[src/rtl/riscv_hazard_pkg.sv]
// Shared encodings and defaults for the hazard/forwarding unit.
// Optional perf counters are enabled in the top level by defining HAZARD_PERF_CNT_EN.
package riscv_hazard_pkg;

    typedef enum logic [1:0] {
        CAUSE_NONE    = 2'd0,
        CAUSE_LOADUSE = 2'd1,
        CAUSE_SB      = 2'd2,
        CAUSE_STRUCT  = 2'd3
    } stall_cause_e;

    localparam int unsigned FWD_SEL_RF       = 0;
    localparam int unsigned LONG_LAT_DEFAULT = 4;
    localparam int unsigned NUM_REGS         = 32;

    function automatic int unsigned cnt_width(input int unsigned lat);
        return $clog2(lat + 1);
    endfunction

endpackage

[src/rtl/hazard_scoreboard.sv]
// Per-register busy counters for the fixed-latency long unit (x1..x31) plus the
// non-pipelined unit's own busy counter.
module hazard_scoreboard
    import riscv_hazard_pkg::*;
#(
    parameter int unsigned LONG_LAT = LONG_LAT_DEFAULT
) (
    input  logic                clk,
    input  logic                reset,
    input  logic                issue,
    input  logic [4:0]          issue_rd,
    input  logic                issue_regwrite,
    output logic [NUM_REGS-1:0] busy,
    output logic                long_busy
);

    localparam int unsigned      CNT_W    = cnt_width(LONG_LAT);
    localparam logic [CNT_W-1:0] LOAD_VAL = CNT_W'(LONG_LAT);
    localparam logic [CNT_W-1:0] ONE      = CNT_W'(1);

    logic [CNT_W-1:0] cnt_q [1:NUM_REGS-1];
    logic [CNT_W-1:0] cnt_d [1:NUM_REGS-1];
    logic [CNT_W-1:0] long_cnt_q;
    logic [CNT_W-1:0] long_cnt_d;

    // A load on issue takes precedence over the decrement of the same counter.
    always_comb begin
        for (int r = 1; r < NUM_REGS; r++) begin
            cnt_d[r] = cnt_q[r];
            if (issue && issue_regwrite && (issue_rd == 5'(r))) begin
                cnt_d[r] = LOAD_VAL;
            end else if (cnt_q[r] != '0) begin
                cnt_d[r] = cnt_q[r] - ONE;
            end
        end
    end

    always_comb begin
        long_cnt_d = long_cnt_q;
        if (issue) begin
            long_cnt_d = LOAD_VAL;
        end else if (long_cnt_q != '0) begin
            long_cnt_d = long_cnt_q - ONE;
        end
    end

    always_ff @(posedge clk) begin
        if (reset) begin
            for (int r = 1; r < NUM_REGS; r++) begin
                cnt_q[r] <= '0;
            end
            long_cnt_q <= '0;
        end else begin
            for (int r = 1; r < NUM_REGS; r++) begin
                cnt_q[r] <= cnt_d[r];
            end
            long_cnt_q <= long_cnt_d;
        end
    end

    // Count 1 is the write-back cycle; the register file writes through to the
    // ID read, so the dependant is released there (busy window LONG_LAT-1).
    always_comb begin
        busy = '0;
        for (int r = 1; r < NUM_REGS; r++) begin
            busy[r] = (cnt_q[r] > ONE);
        end
    end

    assign long_busy = (long_cnt_q != '0);

endmodule

[src/rtl/hazard_forward_scoreboard.sv]
// Bypass select generation, load-use / scoreboard / structural stall logic.
// Define HAZARD_PERF_CNT_EN to add saturating per-cause stall counters.
module hazard_forward_scoreboard
    import riscv_hazard_pkg::*;
#(
    parameter int unsigned NUM_SRC  = 2,
    parameter int unsigned NUM_FWD  = 2,
    parameter int unsigned LONG_LAT = LONG_LAT_DEFAULT,
    parameter int unsigned SEL_W    = $clog2(NUM_FWD + 1)
) (
    input  logic                     clk,
    input  logic                     reset,
    input  logic                     id_valid,
    input  logic [5*NUM_SRC-1:0]     id_rs,
    input  logic [NUM_SRC-1:0]       id_rs_used,
    input  logic [4:0]               id_rd,
    input  logic                     id_regwrite,
    input  logic                     id_is_long,
    input  logic                     ex_valid,
    input  logic                     ex_regwrite,
    input  logic                     ex_is_load,
    input  logic [4:0]               ex_rd,
    input  logic [5*NUM_SRC-1:0]     ex_rs,
    input  logic [NUM_FWD-1:0]       stg_regwrite,
    input  logic [5*NUM_FWD-1:0]     stg_rd,
    input  logic [NUM_FWD-1:0]       stg_fwd_ok,
    input  logic                     flush,
    output logic [SEL_W*NUM_SRC-1:0] fwd_sel,
    output logic                     stall,
    output logic [1:0]               stall_cause
`ifdef HAZARD_PERF_CNT_EN
    ,
    output logic [31:0]              perf_loaduse,
    output logic [31:0]              perf_sb,
    output logic [31:0]              perf_struct
`endif
);

    logic [NUM_REGS-1:0] busy;
    logic                long_busy;
    logic                load_use;
    logic                sb_hit;
    logic                struct_hit;
    logic                issue;
    stall_cause_e        cause;

    // Scan oldest to youngest so the youngest matching stage overwrites last.
    always_comb begin
        fwd_sel = '0;
        for (int s = 0; s < NUM_SRC; s++) begin
            fwd_sel[SEL_W*s +: SEL_W] = SEL_W'(FWD_SEL_RF);
            for (int k = NUM_FWD; k >= 1; k--) begin
                if (stg_regwrite[k-1] && stg_fwd_ok[k-1] &&
                    (stg_rd[5*(k-1) +: 5] == ex_rs[5*s +: 5]) &&
                    (ex_rs[5*s +: 5] != 5'd0)) begin
                    fwd_sel[SEL_W*s +: SEL_W] = SEL_W'(k);
                end
            end
        end
    end

    always_comb begin
        load_use = 1'b0;
        if (id_valid && ex_valid && ex_regwrite && ex_is_load && (ex_rd != 5'd0)) begin
            for (int s = 0; s < NUM_SRC; s++) begin
                if (id_rs_used[s] && (id_rs[5*s +: 5] == ex_rd)) begin
                    load_use = 1'b1;
                end
            end
        end
    end

    // busy[0] is tied low, so x0 sources/destinations never hazard.
    always_comb begin
        sb_hit = id_regwrite && busy[id_rd];
        for (int s = 0; s < NUM_SRC; s++) begin
            if (id_rs_used[s] && busy[id_rs[5*s +: 5]]) begin
                sb_hit = 1'b1;
            end
        end
    end

    assign struct_hit = id_is_long && long_busy;
    assign stall      = id_valid && !flush && (load_use || sb_hit || struct_hit);
    assign issue      = id_valid && !stall && !flush && id_is_long;

    always_comb begin
        cause = CAUSE_NONE;
        if (stall) begin
            if (load_use) begin
                cause = CAUSE_LOADUSE;
            end else if (sb_hit) begin
                cause = CAUSE_SB;
            end else begin
                cause = CAUSE_STRUCT;
            end
        end
    end

    assign stall_cause = cause;

    hazard_scoreboard #(
        .LONG_LAT (LONG_LAT)
    ) u_scoreboard (
        .clk            (clk),
        .reset          (reset),
        .issue          (issue),
        .issue_rd       (id_rd),
        .issue_regwrite (id_regwrite),
        .busy           (busy),
        .long_busy      (long_busy)
    );

`ifdef HAZARD_PERF_CNT_EN
    logic [31:0] perf_lu_q, perf_lu_d;
    logic [31:0] perf_sb_q, perf_sb_d;
    logic [31:0] perf_st_q, perf_st_d;

    always_comb begin
        perf_lu_d = perf_lu_q;
        perf_sb_d = perf_sb_q;
        perf_st_d = perf_st_q;
        if ((cause == CAUSE_LOADUSE) && (perf_lu_q != '1)) perf_lu_d = perf_lu_q + 32'd1;
        if ((cause == CAUSE_SB) && (perf_sb_q != '1))      perf_sb_d = perf_sb_q + 32'd1;
        if ((cause == CAUSE_STRUCT) && (perf_st_q != '1))  perf_st_d = perf_st_q + 32'd1;
    end

    always_ff @(posedge clk) begin
        if (reset) begin
            perf_lu_q <= '0;
            perf_sb_q <= '0;
            perf_st_q <= '0;
        end else begin
            perf_lu_q <= perf_lu_d;
            perf_sb_q <= perf_sb_d;
            perf_st_q <= perf_st_d;
        end
    end

    assign perf_loaduse = perf_lu_q;
    assign perf_sb      = perf_sb_q;
    assign perf_struct  = perf_st_q;
`endif

endmodule
[config.mk]
export PLATFORM = sky130hd
export DESIGN_NAME = hazard_forward_scoreboard
export DESIGN_NICKNAME = d
export VERILOG_FILES = /design/src/rtl/riscv_hazard_pkg.sv /design/src/rtl/hazard_scoreboard.sv /design/src/rtl/hazard_forward_scoreboard.sv
export SDC_FILE = /design/constraint.sdc
export NUM_CORES = 1
export LEC_CHECK = 0
export BUFFER_PORTS_ARGS = -buffer_cell sky130_fd_sc_hd__buf_2
export CORE_UTILIZATION = 30
export CTS_BUF_LIST = sky130_fd_sc_hd__clkbuf_4 sky130_fd_sc_hd__clkbuf_8 sky130_fd_sc_hd__clkbuf_16
export CTS_CLUSTER_DIAMETER = 200
export CTS_CLUSTER_SIZE = 25
export DETAILED_ROUTE_END_ITERATION = 10
export PLACE_DENSITY = 0.54
export SYNTH_ARGS = -nofsm -noshare
export SYNTH_HDL_FRONTEND = slang
export SYNTH_SLANG_ARGS = --single-unit
[constraint.sdc]
create_clock -name clk -period 3.7 [get_ports clk]
set_input_delay 0.37 -clock clk [delete_from_list [all_inputs] [get_ports clk]]
set_output_delay 0.37 -clock clk [all_outputs]
set_load 0.1 [all_outputs]
# Word level (Yosys, flattened, before mapping)
# Memory sizes are Yosys's and may differ from the RTL's.
# Cells that the tools add are included.
# W data, S select, Z words.
[word_totals]
ramBits = 93
output_inout_bits = 7
word_cells = 351
in_bits = 55
reg_bits = 3
n_memories = 1
[memory_table]
columns = ["memory", "depth", "word_bits", "read_ports", "rd_clocked_by_memory_dff", "write_ports", "line_no", "text"]
rows = [
  ["u_scoreboard.cnt_q", 31, 3, 31, 0, 31, "hazard_scoreboard.sv:21", "logic [CNT_W-1:0] cnt_q [1:NUM_REGS-1];"],
]
[classes]
n_lt_le_gt_ge = 34
n_addsub = 32
muxes = 116
eq_ne = 37
n_reduce_logical = 98
bitwise = 31
[op_table]
columns = ["op", "count"]
rows = [
  ["$mux W3", 95],
  ["$reduce_bool A3 Y1", 32],
  ["$sub A3 B1 Y3 const B", 32],
  ["$gt A3 B1 Y1 const B", 31],
  ["$eq A5 B5 Y1 const B", 16],
  ["$logic_and A1 B1 Y1", 57],
  ["$eq A5 B4 Y1 const B", 8],
  ["$or A1 B1 Y1", 31],
  ["$eq A5 B5 Y1", 6],
  ["$eq A5 B3 Y1 const B", 4],
  ["$lt A5 B6 Y1 const B", 3],
  ["$bmux W1 S5", 3],
  ["$reduce_bool A5 Y1", 3],
  ["$mux W1", 12],
  ["$mux W2", 6],
  ["$eq A5 B2 Y1 const B", 2],
  ["$eq A5 B1 Y1 const B", 1],
  ["$logic_not A1 Y1", 2],
  ["$logic_or A1 B1 Y1", 2],
  ["$reduce_bool A2 Y1", 1],
  ["$reduce_or A2 Y1", 1],
]

# Logic depth before layout (Yosys ltp)
# An unclocked memory read counts as a cell.
[depth]
ltp_word = 18
depth_mapped = 12
ltp_nobuf = 10

# Cells and area by module
# A second synthesis with hierarchy kept.
[hier_totals]
hier_cells = 811
area_unflattened_um2 = 7339.5
[modules_own_cells]
columns = ["mod", "cells_per_inst", "area_each_um2", "instances"]
rows = [
  ["hazard_scoreboard", 671, 5977.0, 1],
  ["hazard_forward_scoreboard", 140, 1362.6, 1],
]

# Worst setup path before layout
# OpenSTA, ideal clock, no wires.
[synth_timing]
path_type = "input to output"
startpoint = "input port stg_rd[1]"
endpoint = "output port fwd_sel[3]"
arrival_time_ns = 5.871
path_buffers = 0
setup_slack_ns = -2.541
path_stages = 4
t_required_ns = 3.330
path_cell_list = "xnor2_1 > nand4_1 > nor4b_1 > nor4_1"
[synth_via]
elab_chain_len = 4
[synth_rtl]
columns = ["element", "line_no", "text"]
rows = [
  ["start: declaration", "hazard_forward_scoreboard.sv:25", "input logic [5*NUM_FWD-1:0] stg_rd,"],
  ["$eq A5 B5 Y1", "hazard_forward_scoreboard.sv:54", "(stg_rd[5*(k-1) +: 5] == ex_rs[5*s +: 5]) &&"],
  ["$logic_and A1 B1 Y1", "hazard_forward_scoreboard.sv:53", "if (stg_regwrite[k-1] && stg_fwd_ok[k-1] &&"],
  ["$logic_and A1 B1 Y1", "hazard_forward_scoreboard.sv:54", ""],
  ["$mux W2", "hazard_forward_scoreboard.sv:53", ""],
  ["end: declaration", "hazard_forward_scoreboard.sv:28", "output logic [SEL_W*NUM_SRC-1:0] fwd_sel,"],
]
# Every way passes these cells.

==> impl_results.md <==
* Final Hold Vio Count at 0
* FF+latch count, synth at 96
* Antenna violations before repair at 3
* Max-slew violations at 0
* Worst Reg2Reg Path Length in Cells at 10
* Post-CTS resize count at 0
* Worst Path Required at around 3300 ps
* Die area at around 26000 um2
* Worst min path class: flip-flop to flip-flop
* Commonest non-fill, non-tap cell in the layout: nor2_1
* Power share of the combinational group at 0.556
* Num CTS Buffers at 9
* DIE WIDTH at ~160 um
* Final setup margin at between 150 and 200 ps
* First-pass GRT wire length at 34100 um
* Commonest cells after routing, fill and taps aside: nor2_1, dfxtp_1, ha_1, inv_1
* Area Overhead vs Synth at 11.9%
* Post-synth top area share at 0.252
* DR pass1 iterations at 5
* Layout Cells excl Fill at 1265
* Dpl cell area at around 8200 um2
* Vias per Instance at 5.25
* Slowest-stage cell, CP: o41a_1
* FF-to-FF End: u_scoreboard.cnt_q[0][19]
* Cell Rows at 57
* Final WL at about 21000 um
* Worst VDD drop at around 0.2 mV
* DRT iter0 DRCs at 516
* Ports at between 60 and 70
* Hold buffers post-CTS at 0
* Relative slew slack at 0.304
* Top post-synthesis cells by area: dfxtp_1, ha_1, a311oi_1, nor2_1, xnor2_1
* Maxcap violations at 0
* Vias post-DR at 6645
* Flop pwr share at 0.288
* Most used cell, CP: nor2_1
* Worst Hold Path EP: u_scoreboard.cnt_q[0][85]
* Layout cells sized above 1 at 0.127
* GPL Wtd Cong at 0.868
* Hold WS at between 500 and 600 ps
* Setup crit start kind: flip-flop
* Netlist cell types at 71
* Hold Startpoint: u_scoreboard.cnt_q[0][85]
* Core area at between 20000 and 25000 um2
* Crit path largest cell delay at between 400 and 500 ps
* Status: complete, no violations
* Switching Share at 0.432
* Pwr/cell area at around 740 nW/um2
* CP max FO at 3
* Worst-path clk slew at around 70 ps
* Sw Pwr at between 2 and 3 mW
* Worst endpoint data arrival time at 3170 ps
* Worst R2R Start: u_scoreboard.cnt_q[0][22]
* Synth area leader: dfxtp_1
* Worst setup EP type: output pin
* Clk_lat worst skew at about 360 ps
* Clock root buffer: clkbuf_16
* RSZ-0062 raised after global routing: no
* Aggregate global-route resource usage at 0.165
* Syn nets at between 1000 and 1500
* Cells after Synth at between 900 and 1000
* Nets at around 1100
* Asr flop ratio synth at 0
* Layout Cell Area excl Fill at between 8000 and 9000 um2
* CTS H-tree depth at 3
* Cells after DPL at roughly 1200
* Critical-path cell list: inv_1 -> ha_1 -> o21ba_1 -> nor2_1 -> a221oi_1 -> o41a_1 -> o311a_1 -> nor2_1 -> a2bb2o_1 -> buf_2
* Leak at about 3.4 nW
* Ys Warns at 0
* Port Buffers at around 60
* Final setup vio count at 0
* Clk_skew at just over 7 ps
* Ys flop type: dfxtp_1
* CTS sink cnt at 96
* Max Freq at approximately 0.28 GHz
* Internal power at 3.60 mW
* Clock buffer depth at 2
* Worst Max-Slew Pin Slew at 1040 ps
* Antenna Violating Nets Remaining at 0
* Clock share of power at 0.155
* Number of global-route vias before repair at 6304
* Min-Delay Path Depth at 2
* R2R Setup Slk at 740 ps
* Total gr overflow at 0
* WL/cell at ~17 um
* Final worst path period need at around 3500 ps
* CTS tree: done
* DP HPWL at 15200 um
* Post-synth EDFFs at 0
* Kind of critical path: flip-flop to output pin
* Die height at 161 um
* DRC Markers at 0
* Initial Utilization at 0.310
* Post-Syn Area at ~7600 um2
* Setup Buffers After CTS at 0
* Seq/Total Area, Yosys at 0.252
* Pin count of the biggest net entering global routing at just under 50
* Pre-CTS setup slack at between 500 and 600 ps
* Mean post-synth cell area at 8.45 um2
* Final Cycle Share at 0.958
==> layout make-up <==
type	instances	area (um2)
well taps	324	405
clock inverters	5	56.3
flip-flops and latches	96	1920
multi-input cells	670	5180
repair buffers	68	383
diodes	1	2.50
clock buffers	11	246
fillers	2572	16100
inverters	90	338
==> worst max-delay path by stage <==
stage                                    startpoint  slack (ps)              to
after CTS                 u_scoreboard.cnt_q[0][22]         150  stall_cause[0]
after detailed placement                   id_rs[1]         560  stall_cause[0]
final                     u_scoreboard.cnt_q[0][22]         160  stall_cause[0]
after global routing      u_scoreboard.cnt_q[0][22]          10  stall_cause[0]
after floorplan           u_scoreboard.cnt_q[0][28]         -10  stall_cause[1]
after global placement    u_scoreboard.cnt_q[0][22]         540  stall_cause[0]
==> cells by family (layout without fill, tap and decap cells) <==
family | Yosys count | count (layout) | share of synthesized area
compound gates | 235 | 235 | 0.249
xor+xnor | 60 | 60 | 0.0689
buf+inv | 136 | 174 | 0.0749
flops | 96 | 96 | 0.252
mux | 30 | 30 | 0.0430
simple gates | 250 | 250 | 0.156
fa+ha+maj | 95 | 95 | 0.156
other cells | 0 | 1 | 0
==> Yosys cell counts, types with 12 or more instances <==
cell      instances
a32o_1           15
a31o_1           17
a21oi_1          40
xnor2_1          47
nor2_1          123
dfxtp_1          96
ha_1             95
nor2b_1          33
nand2_1          21
inv_1            89
mux2i_1          17
o21bai_1         19
buf_2            18
nand3_1          13
xor2_1           13
a311oi_1         61
nor3_1           21
clkbuf_1         20
mux2_2           12
==> metal layers <==
layer / vias up / routed length, um / global-route usage
li1: 3318 / - / -
met1: 3136 / 10400 / 0.230
met2: 166 / 9090 / 0.255
met3: 21 / 1240 / 0.0321
met4: 4 / 314 / 0.0502
met5: - / 27 / 0
==> power groups by stage <==
stage               sequential, mW  clock (mW)  combinational [mW]
CTS                           1.83        1.01                3.53
detailed placement            1.85           0                3.50
global route                  1.89        1.06                4.01
floorplan                     1.74           0                2.84
global placement              1.84           0                3.50
finish                        1.83       0.986                3.53
==> state kept, by name (all words and copies together) (netlist names) <==
signal and cells:
u_scoreboard.long_cnt_q 3, u_scoreboard.cnt_q 93
==> critical path, delay by kind of cell (launching register included) <==
kind | cells | cell delay, ps
fa+ha+maj | 1 | 140
compound gates | 5 | 1290
simple gates | 2 | 540
buf+inv | 2 | 520
flops | 1 | 320
==> per-stage QoR <==
stage	setup TNS [ps]	utilization	power, mW
final	0	0.347	6.34
after detailed placement	0	0.334	5.35
after CTS	0	0.347	6.37
after global placement	0	0.334	5.34
after floorplan	-11.0	-	4.58
after global routing	0	0.347	6.96
(Power assumes the default switching activity.)
